===== src/rtl/axi_lite_regfile_pkg.sv =====
// Shared constants, response codes and FSM state types for the AXI-Lite register file.
package axi_lite_regfile_pkg;

  localparam int          REG_COUNT    = 8;
  localparam int          REG_IDX_W    = 3;
  localparam logic [2:0]  WR_COUNT_IDX = 3'd7;

  localparam logic RESP_OKAY   = 1'b0;
  localparam logic RESP_SLVERR = 1'b1;

  typedef enum logic {
    W_IDLE = 1'b0,
    W_RESP = 1'b1
  } wr_state_e;

  typedef enum logic {
    R_IDLE = 1'b0,
    R_DATA = 1'b1
  } rd_state_e;

endpackage


===== src/rtl/axi_lite_regfile_wr.sv =====
// Write channel: independent AW/W capture, commit generation and B response.
// Byte-lane masking is enabled by defining AXI_REGFILE_WSTRB_EN.
module axi_lite_regfile_wr
  import axi_lite_regfile_pkg::*;
#(
  parameter int DATA_WIDTH = 32,
  parameter int ADDR_WIDTH = 8
) (
  input  logic                   clk,
  input  logic                   rst,
  input  logic [ADDR_WIDTH-1:0]  awaddr,
  input  logic                   awvalid,
  output logic                   awready,
  input  logic [DATA_WIDTH-1:0]  wdata,
  input  logic [DATA_WIDTH/8:0]  wstrb,
  input  logic                   wvalid,
  output logic                   wready,
  output logic                   bresp,
  output logic                   bvalid,
  input  logic                   bready,
  output logic                   commit,
  output logic [REG_IDX_W-1:0]   commit_idx,
  output logic [DATA_WIDTH-1:0]  commit_data,
  output logic [DATA_WIDTH-1:0]  commit_mask
);

  localparam int STRB_W = DATA_WIDTH / 8;

  wr_state_e             state_q, state_d;
  logic                  alive_q, alive_d;
  logic                  aw_held_q, aw_held_d;
  logic                  w_held_q, w_held_d;
  logic [ADDR_WIDTH-1:0] awaddr_q, awaddr_d;
  logic [DATA_WIDTH-1:0] wdata_q, wdata_d;
  logic                  bresp_q, bresp_d;
  logic                  aw_hs_s, w_hs_s, go_s, err_s;
  logic [ADDR_WIDTH-1:0] addr_s;
  logic [DATA_WIDTH-1:0] data_s;
  logic [DATA_WIDTH-1:0] mask_s;
  logic                  unused_s;

  assign awready = alive_q && (state_q == W_IDLE) && !aw_held_q;
  assign wready  = alive_q && (state_q == W_IDLE) && !w_held_q;
  assign bvalid  = (state_q == W_RESP);
  assign bresp   = bresp_q;
  assign aw_hs_s = awvalid && awready;
  assign w_hs_s  = wvalid && wready;

  // A channel not yet held is taken straight from the bus so AW+W together commit in one edge
  assign addr_s = aw_held_q ? awaddr_q : awaddr;
  assign data_s = w_held_q ? wdata_q : wdata;
  assign err_s  = (addr_s >= ADDR_WIDTH'(4 * REG_COUNT)) || (addr_s[1:0] != 2'b00) ||
                  (addr_s[4:2] == WR_COUNT_IDX);
  assign go_s   = (state_q == W_IDLE) && (aw_held_q || aw_hs_s) && (w_held_q || w_hs_s);

`ifdef AXI_REGFILE_WSTRB_EN
  logic [STRB_W-1:0] wstrb_q, wstrb_d;
  logic [STRB_W-1:0] strb_s;

  assign strb_s   = w_held_q ? wstrb_q : wstrb[STRB_W-1:0];
  assign unused_s = wstrb[STRB_W];

  // Expand the per-byte strobes into a bit mask
  always_comb begin
    mask_s = {DATA_WIDTH{1'b0}};
    for (int i = 0; i < STRB_W; i++) begin
      mask_s[8*i +: 8] = {8{strb_s[i]}};
    end
  end

  // Strobe holding register
  always_ff @(posedge clk or posedge rst) begin
    if (rst) begin
      wstrb_q <= {STRB_W{1'b0}};
    end else begin
      wstrb_q <= wstrb_d;
    end
  end

  // Strobes travel with the data beat
  always_comb begin
    wstrb_d = wstrb_q;
    if (w_hs_s) begin
      wstrb_d = wstrb[STRB_W-1:0];
    end else begin
      wstrb_d = wstrb_q;
    end
  end
`else
  assign mask_s   = {DATA_WIDTH{1'b1}};
  assign unused_s = ^wstrb;
`endif

  assign commit      = go_s && !err_s;
  assign commit_idx  = addr_s[4:2];
  assign commit_data = data_s;
  assign commit_mask = mask_s;

  // Write FSM and holding register update
  always_comb begin
    state_d   = state_q;
    alive_d   = 1'b1;
    aw_held_d = aw_held_q;
    w_held_d  = w_held_q;
    awaddr_d  = awaddr_q;
    wdata_d   = wdata_q;
    bresp_d   = bresp_q;
    case (state_q)
      W_IDLE: begin
        if (aw_hs_s) begin
          aw_held_d = 1'b1;
          awaddr_d  = awaddr;
        end else begin
          aw_held_d = aw_held_q;
        end
        if (w_hs_s) begin
          w_held_d = 1'b1;
          wdata_d  = wdata;
        end else begin
          w_held_d = w_held_q;
        end
        if (go_s) begin
          state_d = W_RESP;
          bresp_d = err_s ? RESP_SLVERR : RESP_OKAY;
        end else begin
          state_d = W_IDLE;
        end
      end
      W_RESP: begin
        if (bready) begin
          state_d   = W_IDLE;
          aw_held_d = 1'b0;
          w_held_d  = 1'b0;
        end else begin
          state_d = W_RESP;
        end
      end
      default: begin
        state_d   = W_IDLE;
        aw_held_d = 1'b0;
        w_held_d  = 1'b0;
      end
    endcase
  end

  // Write-side state registers
  always_ff @(posedge clk or posedge rst) begin
    if (rst) begin
      state_q   <= W_IDLE;
      alive_q   <= 1'b0;
      aw_held_q <= 1'b0;
      w_held_q  <= 1'b0;
      awaddr_q  <= {ADDR_WIDTH{1'b0}};
      wdata_q   <= {DATA_WIDTH{1'b0}};
      bresp_q   <= RESP_OKAY;
    end else begin
      state_q   <= state_d;
      alive_q   <= alive_d;
      aw_held_q <= aw_held_d;
      w_held_q  <= w_held_d;
      awaddr_q  <= awaddr_d;
      wdata_q   <= wdata_d;
      bresp_q   <= bresp_d;
    end
  end

endmodule


===== src/rtl/axi_lite_regfile.sv =====
// AXI-Lite slave register file: seven R/W words plus a read-only write counter at word 7.
// Optional byte-strobe masking is selected with AXI_REGFILE_WSTRB_EN.
module axi_lite_regfile
  import axi_lite_regfile_pkg::*;
#(
  parameter int DATA_WIDTH = 32,
  parameter int ADDR_WIDTH = 8
) (
  input  logic                            s0_axi_aclk,
  input  logic                            s0_axi_areset,
  input  logic [ADDR_WIDTH-1:0]           s0_axi_awaddr,
  input  logic                            s0_axi_awvalid,
  output logic                            s0_axi_awready,
  input  logic [DATA_WIDTH-1:0]           s0_axi_wdata,
  input  logic [DATA_WIDTH/8:0]           s0_axi_wstrb,
  input  logic                            s0_axi_wvalid,
  output logic                            s0_axi_wready,
  output logic                            s0_axi_bresp,
  output logic                            s0_axi_bvalid,
  input  logic                            s0_axi_bready,
  input  logic [ADDR_WIDTH-1:0]           s0_axi_araddr,
  input  logic                            s0_axi_arvalid,
  output logic                            s0_axi_arready,
  output logic [DATA_WIDTH-1:0]           s0_axi_rdata,
  output logic                            s0_axi_rresp,
  output logic                            s0_axi_rvalid,
  input  logic                            s0_axi_rready,
  output logic [REG_COUNT*DATA_WIDTH-1:0] reg_out
);

  logic                  commit_s;
  logic [REG_IDX_W-1:0]  commit_idx_s;
  logic [DATA_WIDTH-1:0] commit_data_s;
  logic [DATA_WIDTH-1:0] commit_mask_s;

  logic [DATA_WIDTH-1:0] regs_q [REG_COUNT];
  logic [DATA_WIDTH-1:0] regs_d [REG_COUNT];

  rd_state_e             rstate_q, rstate_d;
  logic                  alive_q, alive_d;
  logic [DATA_WIDTH-1:0] rdata_q, rdata_d;
  logic                  rresp_q, rresp_d;
  logic                  ar_hs_s, rd_err_s;

  axi_lite_regfile_wr #(
    .DATA_WIDTH (DATA_WIDTH),
    .ADDR_WIDTH (ADDR_WIDTH)
  ) u_wr (
    .clk         (s0_axi_aclk),
    .rst         (s0_axi_areset),
    .awaddr      (s0_axi_awaddr),
    .awvalid     (s0_axi_awvalid),
    .awready     (s0_axi_awready),
    .wdata       (s0_axi_wdata),
    .wstrb       (s0_axi_wstrb),
    .wvalid      (s0_axi_wvalid),
    .wready      (s0_axi_wready),
    .bresp       (s0_axi_bresp),
    .bvalid      (s0_axi_bvalid),
    .bready      (s0_axi_bready),
    .commit      (commit_s),
    .commit_idx  (commit_idx_s),
    .commit_data (commit_data_s),
    .commit_mask (commit_mask_s)
  );

  // Masked word update; only OKAY writes reach here, so the counter always advances with them
  always_comb begin
    regs_d = regs_q;
    if (commit_s) begin
      regs_d[commit_idx_s] = (regs_q[commit_idx_s] & ~commit_mask_s) |
                             (commit_data_s & commit_mask_s);
      regs_d[WR_COUNT_IDX] = regs_q[WR_COUNT_IDX] + DATA_WIDTH'(1);
    end else begin
      regs_d = regs_q;
    end
  end

  // Register array
  always_ff @(posedge s0_axi_aclk or posedge s0_axi_areset) begin
    if (s0_axi_areset) begin
      for (int i = 0; i < REG_COUNT; i++) begin
        regs_q[i] <= {DATA_WIDTH{1'b0}};
      end
    end else begin
      regs_q <= regs_d;
    end
  end

  // Flat export of all words, word 0 in the LSBs
  always_comb begin
    reg_out = {(REG_COUNT*DATA_WIDTH){1'b0}};
    for (int i = 0; i < REG_COUNT; i++) begin
      reg_out[i*DATA_WIDTH +: DATA_WIDTH] = regs_q[i];
    end
  end

  assign s0_axi_arready = alive_q && (rstate_q == R_IDLE);
  assign s0_axi_rvalid  = (rstate_q == R_DATA);
  assign s0_axi_rdata   = rdata_q;
  assign s0_axi_rresp   = rresp_q;
  assign ar_hs_s        = s0_axi_arvalid && s0_axi_arready;
  assign rd_err_s       = (s0_axi_araddr >= ADDR_WIDTH'(4 * REG_COUNT)) ||
                          (s0_axi_araddr[1:0] != 2'b00);

  // Read FSM; sampling regs_q gives the pre-write value when a commit lands on the same edge
  always_comb begin
    rstate_d = rstate_q;
    alive_d  = 1'b1;
    rdata_d  = rdata_q;
    rresp_d  = rresp_q;
    case (rstate_q)
      R_IDLE: begin
        if (ar_hs_s) begin
          rstate_d = R_DATA;
          rdata_d  = rd_err_s ? {DATA_WIDTH{1'b0}} : regs_q[s0_axi_araddr[4:2]];
          rresp_d  = rd_err_s ? RESP_SLVERR : RESP_OKAY;
        end else begin
          rstate_d = R_IDLE;
        end
      end
      R_DATA: begin
        if (s0_axi_rready) begin
          rstate_d = R_IDLE;
        end else begin
          rstate_d = R_DATA;
        end
      end
      default: begin
        rstate_d = R_IDLE;
      end
    endcase
  end

  // Read-side state registers
  always_ff @(posedge s0_axi_aclk or posedge s0_axi_areset) begin
    if (s0_axi_areset) begin
      rstate_q <= R_IDLE;
      alive_q  <= 1'b0;
      rdata_q  <= {DATA_WIDTH{1'b0}};
      rresp_q  <= RESP_OKAY;
    end else begin
      rstate_q <= rstate_d;
      alive_q  <= alive_d;
      rdata_q  <= rdata_d;
      rresp_q  <= rresp_d;
    end
  end

endmodule


===== config.mk =====
export PLATFORM = sky130hd
export DESIGN_NAME = axi_lite_regfile
export DESIGN_NICKNAME = d
export VERILOG_FILES = /design/src/rtl/axi_lite_regfile_pkg.sv /design/src/rtl/axi_lite_regfile_wr.sv /design/src/rtl/axi_lite_regfile.sv
export SDC_FILE = /design/constraint.sdc
export NUM_CORES = 1
export LEC_CHECK = 0
export CAP_MARGIN = 5
export CORE_ASPECT_RATIO = 0.9
export CORE_MARGIN = 10
export CORE_UTILIZATION = 50
export CTS_CLUSTER_DIAMETER = 40
export DETAILED_ROUTE_END_ITERATION = 7
export PLACE_DENSITY = 0.85
export SLEW_MARGIN = 20
export SYNTH_ARGS = -nofsm -noshare
export SYNTH_HDL_FRONTEND = slang
export SYNTH_SLANG_ARGS = --single-unit

===== constraint.sdc =====
create_clock -name s0_axi_aclk -period 15.3 [get_ports s0_axi_aclk]
set_input_delay 2.295 -clock s0_axi_aclk [delete_from_list [all_inputs] [get_ports s0_axi_aclk]]
set_output_delay 2.295 -clock s0_axi_aclk [all_outputs]
set_load 0.02 [all_outputs]

==> summary.md <==
| Metric | Value |
|---|---|
| Crit path launch type | input port |
| CP max FO | 17 |
| Mapped Nets | 1310 |
| Crit Reg-Reg Startpoint | u_wr.w_held_q |
| Synth area leaders | dfrtp_1, mux4_2, o21ai_0 |
| Pleak | 0.00842 uW |
| Resized cells post-CTS | 0 |
| Most numerous cell in the Yosys netlist | dfrtp_1 |
| Clock Latency Late Sink | 520 ps |
| # DRC | 0 |
| Most instantiated cells after synthesis | dfrtp_1, nand2_1, o21ai_0 |
| Yosys top cell by area | dfrtp_1 |
| Chip height | 181 um |
| Inst Count DP | 1906 |
| Slew Viols, Final | 0 |
| Flop-to-flop setup slack | 12270 ps |
| Fmax | 0.227 GHz |
| Avg WL per Cell | 24.6 um |
| HP Class | register to register |
| Clock Skew | 12.4 ps |
| Setup Crit Path Kind | input port to register |
| Drt total wl | 48900 um |
| CP max stage cell | nor3_2 |
| Initial Util | 0.504 |
| Cell count after synthesis | 1249 |
| Total GRT Usage | 0.265 |
| Synth async-reset ratio | 1.00 |
| Finish-stage setup viols | 0 |
| VDD IR max | 0.161 mV |
| Yosys reg bits | 335 |
| CTS buffer count | 43 |
| DIE AREA | 36200 um^2 |
| Fin crit share | 0.287 |
| Core area | 28700 um^2 |
| Root Buffer | clkbuf_16 |
| Reg2reg path depth | 7 |
| PD cells | 154 nW/um^2 |
| CP startpoint | s0_axi_awaddr[0] |
| Maxcap violations | 0 |
| Top Ports | 355 |
| Initial DRC Count | 875 |
| Vias in the first global route | 12034 |
| CP bufs+invs | 1 |
| Clock transition at path regs | 60 ps |
| Non-Filler Instances | 1985 |
| First-pass GRT wire length | 73800 um |
| Slew HR | 0.236 |
| Vias | 11735 |
| Most common flop cell mapped by yosys | dfrtp_1 |
| Die Width | 199 um |
| Hold endpoint | s0_axi_rdata[15] |
| Total power | 3050 uW |
| Multi-input logic area | 5760 um^2 |
| Yosys top cell area share | 0.579 |
| CTS max path bufs | 3 |
| Fin area | 19800 um^2 |
| Post-CTS Setup Bufs | 0 |
| Synth unique cells | 42 |
| Worst R2R End | reg_out[11] |
| Synth Area per Inst | 11.6 um^2 |
| First-pass iteration count of the detailed router | 5 |
| Vias/cell | 5.91 |
| Critical Path RT | 15690 ps |
| Worst Tran Pin Value | 1150 ps |
| RSZ-0062 raised after global routing | no |
| Post-synth EDFFs | 0 |
| Critical-path cell list | clkdlybuf4s50_1 -> nor4_1 -> a22oi_1 -> nor3_2 -> nand4_1 -> xnor2_1 |
| HP Start | s0_axi_rdata[15] |
| Setup TNS | 0 ps |
| Largest net degree at the start of global routing | 192 |
| DP HPWL | 32900 um |
| Routed Antenna Nets | 0 |
| IO Port Bufs | 349 |
| Reg area | 8380 um^2 |
| Final Hold Viols | 0 |
| CTS tree | built |
| Sequential area share after synthesis | 0.579 |
| Number of core rows | 59 |
| Total grt overflow | 0 |
| Post-synth design cell area | 14500 um^2 |
| Crit path arrival time | 4790 ps |
| CTS Hold Bufs | 0 |
| Synthesis-to-layout area growth | 36.5% |
| Hold Path Stages | 2 |
| Gp weighted congestion | 0.872 |
| Max incr delay on CP | 850 ps |
| Top cell family by delay on the critical path | simple AND/OR/NAND/NOR gates |
| Status | finished, final reports clean |
| H-tree level count | 2 |
| CP endpoint kind | register |
| # clock sinks | 335 |
| Final hold slack | 478 ps |
| Layout Nets | 1647 |
| Crit path time final | 4400 ps |
| FILL cells | 1967 |
| Placed instance area | 18300 um^2 |
| Synth warn | 0 |
| Initial antenna violation count | 2 |
| Share of cells above drive strength 1 | 0.135 |
-- power by group --
part           leakage (uW)  internal [uW]  switching, uW
clock              0.000698            617            389
combinational       0.00316            377            473
sequential          0.00456           1050            136
total               0.00842           2050            998
-- area by class of cell --
type | instances | share of cell area
Sequential cell | 335 | 0.424
Tap cell | 366 | 0.0232
Antenna cell | 1 | 0.000127
Inverter | 8 | 0.00190
Timing Repair Buffer | 371 | 0.186
Clock buffer | 52 | 0.0592
Clock inverter | 25 | 0.0138
Multi-Input combinational cell | 827 | 0.291
-- how the worst max path moves through the flow --
stage                     slack [ps]  depth (start not counted)                to
after floorplan                 3720                          1        reg_out[0]
after global placement         10610                          5  s0_axi_rdata[11]
after detailed placement       10500                          6      reg_out[253]
after CTS                      10960                          6      reg_out[253]
after global routing           10790                          6      reg_out[235]
final                          10900                          6      reg_out[235]
-- cell usage in the layout, fill, tap and decap left out, types with 3 or more instances in the layout --
cell,count
clkinv_4,3
dfrtp_1,334
xor2_1,12
mux2_2,40
and3_1,6
nand3_1,13
nand4_1,20
mux2i_1,64
nor3_2,5
mux4_2,64
a21oi_1,3
clkdlybuf4s50_1,346
inv_1,7
bufinv_16,4
nand2b_1,4
and2_1,3
o21ai_0,260
buf_4,22
xnor2_1,19
nor4_1,3
and4_1,3
inv_6,4
clkbuf_1,3
nand2_1,269
clkbuf_16,43
clkinvlp_4,6
clkinv_2,7
nor2_1,14
clkbuf_8,6
-- registers in the layout (all words and copies together) (netlist names) --
register / cells
reg_out: 256
s0_axi_rdata: 32
s0_axi_rresp: 1
s0_axi_rvalid: 1
u_wr.alive_q: 1
u_wr.aw_held_q: 1
u_wr.awaddr_q: 8
u_wr.bresp: 1
u_wr.bvalid: 1
u_wr.w_held_q: 1
u_wr.wdata_q: 32
-- metrics by stage --
step                 util  worst slack, ps
detailed placement  0.637            10500
finish              0.688            10900
CTS                 0.687            10960
global route        0.688            10790
global placement    0.637            10610
floorplan               -             3720
-- metal layers --
metal,part of all wire,track usage
met3,0.10,0.0789
met1,0.38,0.320
met2,0.49,0.441
met5,0.00035,0
met4,0.032,0.0938
-- cell families (layout without fill, tap and decap cells) --
logic type,Yosys count,after routing,share of synthesized area
flip-flops,335,335,0.579
other,1,2,0.000259
adder cells (fa/ha/maj),1,1,0.000864
multiplexers,168,168,0.175
AND/OR/NAND/NOR,354,354,0.106
buffers and inverters,87,456,0.0237
XOR/XNOR,31,31,0.0188
AO/OA/AOI/OAI,272,272,0.0960
-- tightest hold or removal path, stage by stage, from the launching register on --
cell and delay [ps]:
dfrtp_1 340, nand2_1 50, o21ai_0 60
(Power assumes the default switching activity.)
